$ cat src/rtl/char_tx_sequencer.sv
// rtl/char_tx_sequencer.sv - maps an ASCII character to a display code and sends it as an 8N1 serial frame
// Optional feature macro CHAR_TX_PARITY_EN: adds an even-parity bit between the data bits and the stop bit.
module char_tx_sequencer #(
    parameter int CLKS_PER_BIT = 16
) (
    input  logic       clk,
    input  logic       rst,
    input  logic [7:0] char_in,
    input  logic       char_valid,
    output logic       char_ready,
    output logic       tx_out,
    output logic       busy,
    output logic [7:0] code_out,
    output logic       frame_done
);

    localparam int CW = (CLKS_PER_BIT > 1) ? $clog2(CLKS_PER_BIT) : 1;
    localparam logic [CW-1:0] BAUD_LAST = CW'(CLKS_PER_BIT - 1);

`ifdef CHAR_TX_PARITY_EN
    typedef enum logic [2:0] {S_IDLE, S_START, S_DATA, S_PARITY, S_STOP} state_t;
`else
    typedef enum logic [2:0] {S_IDLE, S_START, S_DATA, S_STOP} state_t;
`endif

    state_t          r_state;
    logic [CW-1:0]   r_baud;
    logic [2:0]      r_bit;
    logic [7:0]      r_code;
    logic            r_tx;
    logic            r_busy;
    logic            r_ready;
    logic            r_done;

    logic [7:0]      w_map;
    logic            w_accept;
    logic            w_baud_end;
    logic [2:0]      w_next_bit;

    // Quote, percent and backslash are not displayable on the target, so they become spaces.
    always_comb begin
        w_map = 8'h20;
        if (char_in == 8'h0A)
            w_map = 8'h0D;
        else if (char_in >= 8'h20 && char_in <= 8'h7E &&
                 char_in != 8'h22 && char_in != 8'h25 && char_in != 8'h5C)
            w_map = char_in;
    end

    assign w_accept   = char_valid & r_ready;
    assign w_baud_end = (r_baud == BAUD_LAST);
    assign w_next_bit = r_bit + 3'd1;

    always_ff @(posedge clk) begin
        if (rst) begin
            r_state <= S_IDLE;
            r_baud  <= '0;
            r_bit   <= '0;
            r_code  <= 8'h00;
            r_tx    <= 1'b1;
            r_busy  <= 1'b0;
            r_ready <= 1'b0;
            r_done  <= 1'b0;
        end else begin
            r_done <= 1'b0;
            case (r_state)
                S_IDLE: begin
                    r_baud <= '0;
                    r_bit  <= '0;
                    if (w_accept) begin
                        r_code  <= w_map;
                        r_state <= S_START;
                        r_tx    <= 1'b0;
                        r_busy  <= 1'b1;
                        r_ready <= 1'b0;
                    end else begin
                        r_ready <= 1'b1;
                    end
                end
                S_START: begin
                    if (w_baud_end) begin
                        r_baud  <= '0;
                        r_state <= S_DATA;
                        r_tx    <= r_code[0];
                    end else begin
                        r_baud <= r_baud + 1'b1;
                    end
                end
                S_DATA: begin
                    if (w_baud_end) begin
                        r_baud <= '0;
                        if (r_bit == 3'd7) begin
                            r_bit <= '0;
`ifdef CHAR_TX_PARITY_EN
                            r_state <= S_PARITY;
                            r_tx    <= ^r_code;
`else
                            r_state <= S_STOP;
                            r_tx    <= 1'b1;
`endif
                        end else begin
                            r_bit <= w_next_bit;
                            r_tx  <= r_code[w_next_bit];
                        end
                    end else begin
                        r_baud <= r_baud + 1'b1;
                    end
                end
`ifdef CHAR_TX_PARITY_EN
                S_PARITY: begin
                    if (w_baud_end) begin
                        r_baud  <= '0;
                        r_state <= S_STOP;
                        r_tx    <= 1'b1;
                    end else begin
                        r_baud <= r_baud + 1'b1;
                    end
                end
`endif
                S_STOP: begin
                    // Returning to IDLE with ready set guarantees the one-cycle idle gap before the next start bit.
                    if (w_baud_end) begin
                        r_baud  <= '0;
                        r_state <= S_IDLE;
                        r_busy  <= 1'b0;
                        r_ready <= 1'b1;
                        r_done  <= 1'b1;
                    end else begin
                        r_baud <= r_baud + 1'b1;
                    end
                end
                default: begin
                    r_state <= S_IDLE;
                    r_baud  <= '0;
                    r_bit   <= '0;
                    r_tx    <= 1'b1;
                    r_busy  <= 1'b0;
                    r_ready <= 1'b0;
                end
            endcase
        end
    end

    assign char_ready = r_ready;
    assign tx_out     = r_tx;
    assign busy       = r_busy;
    assign code_out   = r_code;
    assign frame_done = r_done;

endmodule

$ cat config.mk
export PLATFORM = sky130hd
export DESIGN_NAME = char_tx_sequencer
export DESIGN_NICKNAME = d
export VERILOG_FILES = /design/src/rtl/char_tx_sequencer.sv
export SDC_FILE = /design/constraint.sdc
export NUM_CORES = 1
export LEC_CHECK = 0
export CAP_MARGIN = 20
export CORE_MARGIN = 2
export CORE_UTILIZATION = 30
export CTS_CLUSTER_DIAMETER = 150
export CTS_CLUSTER_SIZE = 16
export DETAILED_ROUTE_END_ITERATION = 6
export PLACE_DENSITY = 0.49
export SLEW_MARGIN = 10
export SYNTH_ARGS = -nofsm -noshare
export SYNTH_HDL_FRONTEND = slang
export SYNTH_SLANG_ARGS = --single-unit
export TNS_END_PERCENT = 1
$ cat constraint.sdc
create_clock -name clk -period 4.13 [get_ports clk]
set_input_delay 0.826 -clock clk [delete_from_list [all_inputs] [get_ports clk]]
set_output_delay 0.826 -clock clk [all_outputs]
set_load 0.05 [all_outputs]
==> impl_metrics.json <==
{
  "ys_ff_latch": 21,
  "multiInputGateArea_sq_um": 671,
  "regArea_sq_um": 420,
  "ir_drop_mv": 0.281,
  "hold_buffers": 0,
  "yosysTopAreaCell": "dfxtp_1",
  "grt_pass1_vias": 1054,
  "die_w_um": 65.5,
  "worstPathRequired_ps": 3300,
  "ys_async_sr_fraction_pct": 0,
  "status": "completed",
  "syn_inst": 127,
  "clockBufferDepth": 2,
  "synthesis.nets": 145,
  "dp.cells": 192,
  "drt_pre_antenna_iters": 4,
  "ant_nets": 0,
  "slowest_delay_ps": 840,
  "antenna_found_initial": 0,
  "timing.final.crit_period_ps": 2340,
  "yosys-top-cells-area": "dfxtp_1, ha_1, nand2_1",
  "area_growth_pct": 26.9,
  "grt_overflow": 0,
  "rows": 22,
  "fmax_ghz": 0.428,
  "hp-start": "r_baud[0]",
  "avgSynthCellArea_sq_um": 8.93,
  "fin_skew_ps": 1.97,
  "dieArea_sq_um": 4290,
  "syn_area_sq_um": 1130,
  "hold_viol_final": 0,
  "die_h_um": 65.5,
  "setup_tns_ps": 0,
  "remaining_drc_errors": 0,
  "critPathMaxFanout": 5,
  "cts_buffers": 3,
  "slew_headroom_pct": 58.8,
  "start_util_pct": 31.2,
  "stdcell_count": 196,
  "yosysWarningCount": 0,
  "wl_per_cell_um": 14.2,
  "setup_violations": 0,
  "cts_repair_resize_count": 0,
  "crit_chain": "clkdlybuf4s50_1",
  "post_cts_buffers": 0,
  "grt_use_total_pct": 14.3,
  "io_pins": 23,
  "rsz0062_at_grt": "no",
  "startpoint_type": "flop",
  "nFillCells": 391,
  "path_clk_slew_ps": 80,
  "dp_hpwl_um": 2180,
  "synth_top_area_share_pct": 37.1,
  "routed_wl_um": 2790,
  "crit_path_start": "code_out[0]",
  "cts_max_level": 1,
  "fin_util_pct": 39.6,
  "antennaDiodeCount": 0,
  "worst-path-buf-inv": 1,
  "grt_max_degree": 18,
  "fin_nets": 167,
  "critPathKind": "flop to primary output",
  "cp.arrival_ps": 1510,
  "r2r_start": "r_state[0]",
  "power.density_nw_per_um2": 566,
  "drv_cap": 0,
  "drv_slew": 0,
  "hp-class": "flop to flop",
  "tightest_slew_ps": 615,
  "yosys_most_used_dff": "dfxtp_1",
  "yosysSeqAreaShare_pct": 37.1,
  "dr_total_vias": 1063,
  "clock-sinks": 21,
  "crit_family": "buffers and inverters",
  "fin_crit_sh_pct": 56.6,
  "numPortBuffers": 22,
  "synth_edf_count": 0,
  "grt_first_pass_wirelength_um": 4740,
  "viasPerCell": 5.42,
  "drt_iter0_markers": 20,
  "clock_latency_ps": 250,
  "slowest_stage": "clkdlybuf4s50_1",
  "coreArea_sq_um": 3630,
  "gp_congestion": 0.737,
  "clockRootBuffer": "clkbuf_8",
  "end_kind": "primary output",
  "cts_tree": "yes",
  "netlist-cell-type-count": 43,
  "leakagePower_nw": 0.544,
  "drive_above_1_share_pct": 6.76
}
## cells in the final DEF, fill, tap and decap left out, drive strengths merged, types with 2 or more instances in the layout
cell type,n
nor3,2
nand3,8
clkdlybuf4s50,22
nand4,2
a21oi,5
o41ai,2
nand2,13
dfxtp,21
o21ai,2
o22ai,3
a32oi,2
nor2,11
ha,7
inv,5
or3,3
and3,5
nand4b,3
a21o,2
clkbuf,4
mux2i,2
mux4,2
a211oi,3
## layer usage
metal | vias up | part of all wire [%] | track usage [%]
met3 | 2 | 4.4 | 2.05
met1 | 513 | 44 | 17.2
met4 | 0 | 0.79 | 5.99
li1 | 525 | - | -
met5 | - | 0 | 0
met2 | 23 | 51 | 25.3
## metrics by stage
| step | power [mW] | area, sq um | setup WS, ps | hold slack [ps] |
|---|---|---|---|---|
| after floorplan | 0.571 | 1130 | 2310 | 418 |
| after global placement | 0.688 | 1390 | 1570 | 437 |
| after detailed placement | 0.686 | 1390 | 1570 | 439 |
| after CTS | 0.825 | 1440 | 1780 | 455 |
| after global routing | 0.875 | 1440 | 1680 | 487 |
| final | 0.815 | 1440 | 1790 | 448 |
## cell families (layout without fill, tap and decap cells)
logic type,Yosys count,in the layout,synth area share [%]
AOI/OAI and AO/OA,30,30,19.5
xor gates and xnor gates,2,2,1.55
DFF,21,21,37.1
adders and majority gates,7,7,7.73
buffers and inverters,11,32,3.75
and+or+nand+nor,52,52,24.6
muxes,4,4,5.74
## area by class of cell
class	instances	area share, %
clock buffer	4	3.13
timing repair buffer	22	15.3
inverter	6	1.57
tap	48	4.17
sequential	21	29.2
multi-input combinational	95	46.6
## sequential cells by signal, indices dropped and copies added, names as in the netlist
register and count:
frame_done 1, r_bit 3, char_ready 1, tx_out 1
r_state 2, r_baud 4, busy 1, code_out 8
## path summary, 6_finish.rpt
check | end | slack [ps] | depth (start not counted)
max | code_out[0] | 1790 | 1
min | r_baud[0] | 450 | 1
max reg2reg | r_state[1] | 2230 | 6
min reg2reg | r_baud[0] | 450 | 1
## Yosys cell counts (all sizes together) (2+ instances only)
library cell and n:
a211oi 3, a21o 2, a21oi 5, a32oi 2
and3 5, clkbuf 4, dfxtp 21, ha 7
inv 5, mux2i 2, mux4 2, nand2 13
nand3 8, nand4 2, nand4b 3, nor2 11
nor3 2, o21ai 2, o22ai 3, o41ai 2
or3 3
## power breakdown
group          switching, mW  leakage (nW)  internal [mW]
clock                 0.0648        0.0228         0.0686
combinational          0.246         0.350          0.157
sequential            0.0369         0.171          0.242
Note: power is estimated with default switching activity, not from simulation.
